## src/rtl/spi_regfile_rw.sv

```systemverilog
// spi_regfile_rw: SPI mode-0 register-file peripheral with read-back.
// Frames are R/W bit, ADDR_W address bits, DATA_W data bits, MSB first.
// R/W = 1 writes the addressed register; R/W = 0 shifts it out on CIPO.
// All pins are asynchronous to clk and pass through SYNC-deep synchronisers.
module spi_regfile_rw #(
    parameter int                SYNC     = 2,
    parameter int                ADDR_W   = 7,
    parameter int                DATA_W   = 8,
    parameter int                NUM_REGS = 5,
    parameter logic [DATA_W-1:0] RST_VAL  = '0
) (
    input  logic                         clk,
    input  logic                         rst_n,
    input  logic                         nCS,
    input  logic                         SCLK,
    input  logic                         COPI,
    output logic                         CIPO,
    output logic                         cipo_oe,
    output logic [NUM_REGS*DATA_W-1:0]   regs_out,
    output logic                         wr_pulse,
    output logic [ADDR_W-1:0]            wr_addr,
    output logic                         frame_err
);

    localparam int CMD_BITS   = 1 + ADDR_W;
    localparam int FRAME_BITS = CMD_BITS + DATA_W;
    localparam int CNT_W      = $clog2(FRAME_BITS) + 1;
    localparam int SHIFT_W    = (CMD_BITS > DATA_W) ? CMD_BITS : DATA_W;

    localparam logic [CNT_W-1:0]  CMD_LAST   = CNT_W'(CMD_BITS - 1);
    localparam logic [CNT_W-1:0]  CMD_CNT    = CNT_W'(CMD_BITS);
    localparam logic [CNT_W-1:0]  FRAME_LAST = CNT_W'(FRAME_BITS - 1);
    localparam logic [ADDR_W:0]   NUM_REGS_W = (ADDR_W + 1)'(NUM_REGS);

    typedef enum logic [1:0] {
        ST_IDLE = 2'd0,
        ST_CMD  = 2'd1,
        ST_DATA = 2'd2,
        ST_DONE = 2'd3
    } state_t;

    // Address lies inside the implemented register bank.
    function automatic logic addr_valid(input logic [ADDR_W-1:0] addr);
        return ({1'b0, addr} < NUM_REGS_W);
    endfunction

    logic [SYNC-1:0]     ncs_sync_r;
    logic [SYNC-1:0]     sclk_sync_r;
    logic [SYNC-1:0]     copi_sync_r;
    logic                ncs_dly_r;
    logic                sclk_dly_r;

    logic                ncs_fall_s;
    logic                ncs_rise_s;
    logic                sclk_rise_s;
    logic                sclk_fall_s;
    logic                copi_bit_s;

    state_t              state_r;
    state_t              next_state_s;
    logic [CNT_W-1:0]    bit_cnt_r;
    logic [SHIFT_W-2:0]  shift_r;
    logic [SHIFT_W-1:0]  shift_nxt_s;
    logic                rw_r;
    logic [ADDR_W-1:0]   addr_r;
    logic [DATA_W-1:0]   tx_shift_r;
    logic [DATA_W-1:0]   rd_data_s;
    logic                cmd_done_s;
    logic                data_done_s;

    // Input synchronisers plus one delay stage for edge detection.
    always_ff @(posedge clk) begin
        if (!rst_n) begin
            ncs_sync_r  <= {SYNC{1'b1}};
            sclk_sync_r <= {SYNC{1'b0}};
            copi_sync_r <= {SYNC{1'b0}};
            ncs_dly_r   <= 1'b1;
            sclk_dly_r  <= 1'b0;
        end else begin
            ncs_sync_r  <= {ncs_sync_r[SYNC-2:0], nCS};
            sclk_sync_r <= {sclk_sync_r[SYNC-2:0], SCLK};
            copi_sync_r <= {copi_sync_r[SYNC-2:0], COPI};
            ncs_dly_r   <= ncs_sync_r[SYNC-1];
            sclk_dly_r  <= sclk_sync_r[SYNC-1];
        end
    end

    assign ncs_fall_s  =  ncs_dly_r  & ~ncs_sync_r[SYNC-1];
    assign ncs_rise_s  = ~ncs_dly_r  &  ncs_sync_r[SYNC-1];
    assign sclk_rise_s = ~sclk_dly_r &  sclk_sync_r[SYNC-1];
    assign sclk_fall_s =  sclk_dly_r & ~sclk_sync_r[SYNC-1];
    assign copi_bit_s  =  copi_sync_r[SYNC-1];
    assign shift_nxt_s = {shift_r, copi_bit_s};

    // Read mux: addressed register, or zero for unimplemented addresses.
    always_comb begin
        rd_data_s = {DATA_W{1'b0}};
        for (int k = 0; k < NUM_REGS; k++) begin
            rd_data_s = (shift_nxt_s[ADDR_W-1:0] == ADDR_W'(k)) ?
                        regs_out[k*DATA_W +: DATA_W] : rd_data_s;
        end
    end

    // Next-state logic; a synced nCS rise always wins over an SCLK edge.
    always_comb begin
        next_state_s = state_r;
        cmd_done_s   = 1'b0;
        data_done_s  = 1'b0;
        case (state_r)
            ST_IDLE: begin
                if (ncs_fall_s) begin
                    next_state_s = ST_CMD;
                end else begin
                    next_state_s = ST_IDLE;
                end
            end
            ST_CMD: begin
                if (ncs_rise_s) begin
                    next_state_s = ST_IDLE;
                end else if (sclk_rise_s && (bit_cnt_r == CMD_LAST)) begin
                    cmd_done_s   = 1'b1;
                    next_state_s = ST_DATA;
                end else begin
                    next_state_s = ST_CMD;
                end
            end
            ST_DATA: begin
                if (ncs_rise_s) begin
                    next_state_s = ST_IDLE;
                end else if (sclk_rise_s && (bit_cnt_r == FRAME_LAST)) begin
                    data_done_s  = 1'b1;
                    next_state_s = ST_DONE;
                end else begin
                    next_state_s = ST_DATA;
                end
            end
            ST_DONE: begin
                if (ncs_rise_s) begin
                    next_state_s = ST_IDLE;
                end else begin
                    next_state_s = ST_DONE;
                end
            end
            default: begin
                next_state_s = ST_IDLE;
            end
        endcase
    end

    // State register.
    always_ff @(posedge clk) begin
        if (!rst_n) begin
            state_r <= ST_IDLE;
        end else begin
            state_r <= next_state_s;
        end
    end

    // Frame datapath: shifting, register writes, CIPO and status strobes.
    always_ff @(posedge clk) begin
        if (!rst_n) begin
            bit_cnt_r  <= {CNT_W{1'b0}};
            shift_r    <= {(SHIFT_W-1){1'b0}};
            rw_r       <= 1'b0;
            addr_r     <= {ADDR_W{1'b0}};
            tx_shift_r <= {DATA_W{1'b0}};
            regs_out   <= {NUM_REGS{RST_VAL}};
            CIPO       <= 1'b0;
            cipo_oe    <= 1'b0;
            wr_pulse   <= 1'b0;
            wr_addr    <= {ADDR_W{1'b0}};
            frame_err  <= 1'b0;
        end else begin
            wr_pulse  <= 1'b0;
            frame_err <= 1'b0;
            case (state_r)
                ST_IDLE: begin
                    if (ncs_fall_s) begin
                        bit_cnt_r <= {CNT_W{1'b0}};
                        shift_r   <= {(SHIFT_W-1){1'b0}};
                    end
                end
                ST_CMD: begin
                    if (ncs_rise_s) begin
                        frame_err <= 1'b1;
                        cipo_oe   <= 1'b0;
                        CIPO      <= 1'b0;
                    end else if (sclk_rise_s) begin
                        shift_r   <= shift_nxt_s[SHIFT_W-2:0];
                        bit_cnt_r <= bit_cnt_r + CNT_W'(1);
                        if (cmd_done_s) begin
                            rw_r   <= shift_nxt_s[ADDR_W];
                            addr_r <= shift_nxt_s[ADDR_W-1:0];
                            if (!shift_nxt_s[ADDR_W]) begin
                                tx_shift_r <= rd_data_s;
                                CIPO       <= rd_data_s[DATA_W-1];
                                cipo_oe    <= 1'b1;
                            end
                        end
                    end
                end
                ST_DATA: begin
                    if (ncs_rise_s) begin
                        frame_err <= 1'b1;
                        cipo_oe   <= 1'b0;
                        CIPO      <= 1'b0;
                    end else if (sclk_rise_s) begin
                        shift_r   <= shift_nxt_s[SHIFT_W-2:0];
                        bit_cnt_r <= bit_cnt_r + CNT_W'(1);
                        if (data_done_s) begin
                            CIPO <= 1'b0;
                            if (rw_r && addr_valid(addr_r)) begin
                                for (int k = 0; k < NUM_REGS; k++) begin
                                    if (addr_r == ADDR_W'(k)) begin
                                        regs_out[k*DATA_W +: DATA_W] <= shift_nxt_s[DATA_W-1:0];
                                    end
                                end
                                wr_pulse <= 1'b1;
                                wr_addr  <= addr_r;
                            end
                        end
                    end else if (sclk_fall_s && !rw_r && (bit_cnt_r > CMD_CNT)) begin
                        // The fall right after the last address bit must keep the
                        // MSB on CIPO; shifting starts only after the first data rise.
                        tx_shift_r <= tx_shift_r << 1;
                        CIPO       <= tx_shift_r[DATA_W-2];
                    end
                end
                ST_DONE: begin
                    if (ncs_rise_s) begin
                        cipo_oe <= 1'b0;
                        CIPO    <= 1'b0;
                    end
                end
                default: begin
                    cipo_oe <= 1'b0;
                    CIPO    <= 1'b0;
                end
            endcase
        end
    end

endmodule

```

## config.mk

```make
export PLATFORM = sky130hd
export DESIGN_NAME = spi_regfile_rw
export DESIGN_NICKNAME = d
export VERILOG_FILES = /design/src/rtl/spi_regfile_rw.sv
export SDC_FILE = /design/constraint.sdc
export NUM_CORES = 1
export LEC_CHECK = 0
export ABC_AREA = 1
export CORE_UTILIZATION = 49
export DETAILED_ROUTE_END_ITERATION = 10
export GPL_TIMING_DRIVEN = 0
export PLACE_DENSITY = 0.76
export SYNTH_ARGS = -nofsm -noshare
export SYNTH_HDL_FRONTEND = slang
export SYNTH_SLANG_ARGS = --single-unit
export TNS_END_PERCENT = 1
```

## constraint.sdc

```tcl
create_clock -name clk -period 1.51 [get_ports clk]
set_input_delay 0.3775 -clock clk [delete_from_list [all_inputs] [get_ports clk]]
set_output_delay 0.3775 -clock clk [all_outputs]
set_load 0.1 [all_outputs]
```

==> summary.md <==
| Metric | Value |
|---|---|
| Switching Fraction | `0.253` |
| Filler Cell Count | `645` |
| Pint | `3.42 mW` |
| Final max-slew violation count | `0` |
| Sequential Area | `1780 um^2` |
| Post-synthesis adder-cell area fraction | `0.0248` |
| Vias in the first global route | `3801` |
| CP max stage delay | `530 ps` |
| H-tree depth | `3` |
| Die Wd | `92.7 um` |
| CTS tree | `done` |
| DR pass1 iterations | `7` |
| Vias per cell | `5.50` |
| Critical path buffers and inverters | `4` |
| Share of cells above drive strength 1 | `0.340` |
| Outcome | `finished, violations left` |
| Sw Pwr | `1.16 mW` |
| Synth Area in XOR/XNOR | `0` |
| Die Height | `92.7 um` |
| Total CTS buffers | `9` |
| Period utilization | `1.18` |
| Ant diodes | `0` |
| Max rail drop VDD | `0.478 mV` |
| Cells after Synth | `551` |
| Crit. End Element | `flip-flop` |
| Setup tns final | `-11340 ps` |
| Initial Utilization | `0.514` |
| Syn_area_per_cell | `7.32 um^2` |
| Power share of the clock group | `0.391` |
| Worst Hold Path EP | `sclk_sync_r[1]$_SDFF_PN0_` |
| Flop pwr share | `0.521` |
| Most common cell after layout, fill and taps aside | `nand2_1` |
| Post-Synth Simple-Gate Area | `0.293` |
| # IOs | `56` |
| Unrepaired setup endpoints after global routing | `yes` |
| Die Area | `8600 um^2` |
| First-pass GRT wire length | `18.8 mm` |
| Gr usage total | `0.280` |
| Hold path start | `sclk_sync_r[0]$_SDFF_PN0_` |
| Final nets | `648` |
| R2r startpoint | `bit_cnt_r[0]$_SDFFE_PN0P_` |
| Worst setup margin | `-272 ps` |
| Post-synth net total | `564` |
| Worst Reg-to-Reg Cells | `11` |
| Worst Skew | `13.3 ps` |
| Cell count of the worst hold path | `2` |
| Distinct cells, synth | `34` |
| Post-Synthesis Cell Area | `4030 um^2` |
| Row count | `32` |
| YS warnings | `0` |
| DRT Wirelength | `12.4 mm` |
| DRC violations left | `0` |
| Fin. Hold Viols | `0` |
| Area occupied by multi-input gates | `2280 um^2` |
| Core ar. | `7850 um^2` |
| Post-synthesis mux area share | `0` |
| Root Driver | `clkbuf_8` |
| Via count | `4067` |
| # clock sinks | `88` |
| DP Cell Count | `708` |
| Dpl cell area | `4760 um^2` |
| Hold WS | `419 ps` |
| Cell chain of the critical path | `clkdlybuf4s50_1, inv_2, clkbuf_1, clkbuf_2, a21oi_1` |
| Fin area | `5440 um^2` |
| Violated checks | `negative setup slack` |
| Hold Crit Class | `reg2reg` |
| Bufs on Longest Clock Path | `2` |
| Area grow syn2layout | `34.9%` |
| Endpoints failing setup | `71` |
| CTS Hold Bufs | `0` |
| Total power | `4.58 mW` |
| Reg2reg setup slack | `-240 ps` |
| Final std cells w/o fill | `740` |
| Crit Path Category | `in2reg` |
| Comb power frac | `0.088` |
| Crit path max fanout | `10` |
| Peak Freq | `561 MHz` |
| Compound-gate portion of the synthesized area | `0.156` |
| Number of synthesized register bits | `88` |
| Post-route minimum period | `1780 ps` |
| Register area share after synthesis | `0.437` |
| DRT iter0 DRCs | `376` |
| Critical-path top delay cell | `clkbuf_1` |
| Largest net degree at the start of global routing | `14` |
| Rel. slew slack | `0.405` |
| CP startpoint kind | `input port` |
| DPL Wire Length | `7.90 mm` |
| Dpl ws | `-664 ps` |
| Power per cell area | `842 nW/um^2` |
| Arr. time, crit path | `2020 ps` |
| Total of max-cap violations | `0` |
| Leakage power | `2.20 nW` |
| Largest family of logic cells by synthesized area | `simple AND/OR/NAND/NOR gates` |
| Port Buffers | `55` |
| RePlAce Congestion | `0.859` |
| Clock latency on the worst-skew pair | `360 ps` |
| Worst Tran Pin Value | `893 ps` |
| CTS clk-pin slew, worst paths | `90 ps` |
| Reg2reg end | `regs_out[0]$_SDFFE_PN0P_` |
| Worst Path Required | `1750 ps` |
| Commonest cells after routing, fill and taps aside | `nand2_1, dfxtp_1, inv_1, nor2_1, a21oi_1` |
| Delay-heaviest family, CP | `buffers and inverters` |
| Antenna violations before repair | `0` |
| Congestion Overflow GR | `0` |
| Wire per inst | `16.7 um` |
| Detail Route Antenna Nets | `0` |
| Post-route core utilization | `0.693` |
cell families (layout without fill, tap and decap cells):
group	count (synthesis)	after routing
and+or+nand+nor	258	259
DFF	88	88
AOI/OAI and AO/OA	112	112
buffers and inverters	85	171
adders and majority gates	8	8
sequential cells by signal, indices dropped and copies added, names as in the netlist:
register,count
sclk_dly_r,1
cipo_oe,1
addr_r,7
regs_out,40
CIPO,1
tx_shift_r,7
wr_pulse,1
bit_cnt_r,5
copi_sync_r,2
state_r,2
rw_r,1
ncs_sync_r,2
ncs_dly_r,1
sclk_sync_r,2
frame_err,1
wr_addr,7
shift_r,7
tightest hold or removal path, delay by kind of cell, from the launching register on:
| kind | cells | cell delay [ps] |
|---|---|---|
| flip-flops | 1 | 310 |
| AND/OR/NAND/NOR | 1 | 40 |
| buffers and inverters | 1 | 40 |
synthesized netlist by cell type (all sizes together):
cell / number / area [um^2]
nand4: 1 / 6.26
a211oi: 11 / 82.6
a31oi: 1 / 6.26
nor4: 5 / 46.3
nor3: 7 / 46.3
or2: 3 / 21.3
nand3: 38 / 200
a21o: 1 / 7.51
inv: 62 / 233
o21ai: 30 / 150
a21oi: 66 / 360
nand2: 138 / 577
o211ai: 2 / 15.0
nand3b: 3 / 22.5
nor2: 62 / 253
nor3b: 1 / 7.51
ha: 8 / 100
buf: 10 / 67.6
clkinv: 1 / 16.3
o21a: 1 / 7.51
dfxtp: 88 / 1760
clkbuf: 12 / 45.0
routing by layer:
layer | global-route usage | wire length, um | part of all wire | vias to the layer above
li1 | - | - | - | 1956
met1 | 0.369 | 5240 | 0.42 | 1906
met2 | 0.455 | 5960 | 0.48 | 173
met3 | 0.0435 | 794 | 0.064 | 32
met4 | 0.121 | 377 | 0.030 | 0
met5 | 0 | 0 | 0 | -
worst max-delay path by stage:
stage | from | end | slack, ps | cells past startpoint
finish | rst_n | regs_out[12]$_SDFFE_PN0P_ | -270 | 5
CTS | bit_cnt_r[1]$_SDFFE_PN0P_ | regs_out[24]$_SDFFE_PN0P_ | -270 | 11
floorplan | bit_cnt_r[1]$_SDFFE_PN0P_ | regs_out[27]$_SDFFE_PN0P_ | -90 | 11
detailed placement | rst_n | regs_out[13]$_SDFFE_PN0P_ | -660 | 5
global placement | rst_n | regs_out[12]$_SDFFE_PN0P_ | -660 | 5
global route | bit_cnt_r[0]$_SDFFE_PN0P_ | CIPO$_SDFFE_PN0P_ | -330 | 9
final cells by class:
type | instances | share of cell area
plain buffers | 22 | 0.0320
multi-input cells | 379 | 0.418
flip-flops and latches | 88 | 0.328
repair buffers | 72 | 0.108
clock buffers | 10 | 0.0253
well taps | 102 | 0.0235
clock inverters | 4 | 0.0129
inverters | 63 | 0.0520
power groups by stage:
| stage | combinational (mW) | sequential, mW | clock (mW) |
|---|---|---|---|
| finish | 0.405 | 2.39 | 1.79 |
| global route | 0.436 | 2.39 | 1.88 |
| CTS | 0.366 | 2.38 | 1.77 |
| detailed placement | 0.327 | 2.44 | 0 |
| global placement | 0.319 | 2.44 | 0 |
| floorplan | 0.211 | 2.45 | 0 |
what timing repair did:
action | CTS | global route
pin swaps | 10 | 20
cloned | 0 | 1
setup buffers | 10 | 7
gates resized for setup | 352 | 91
endpoints found under the setup margin | 135 | 88
(Power assumes the default switching activity.)
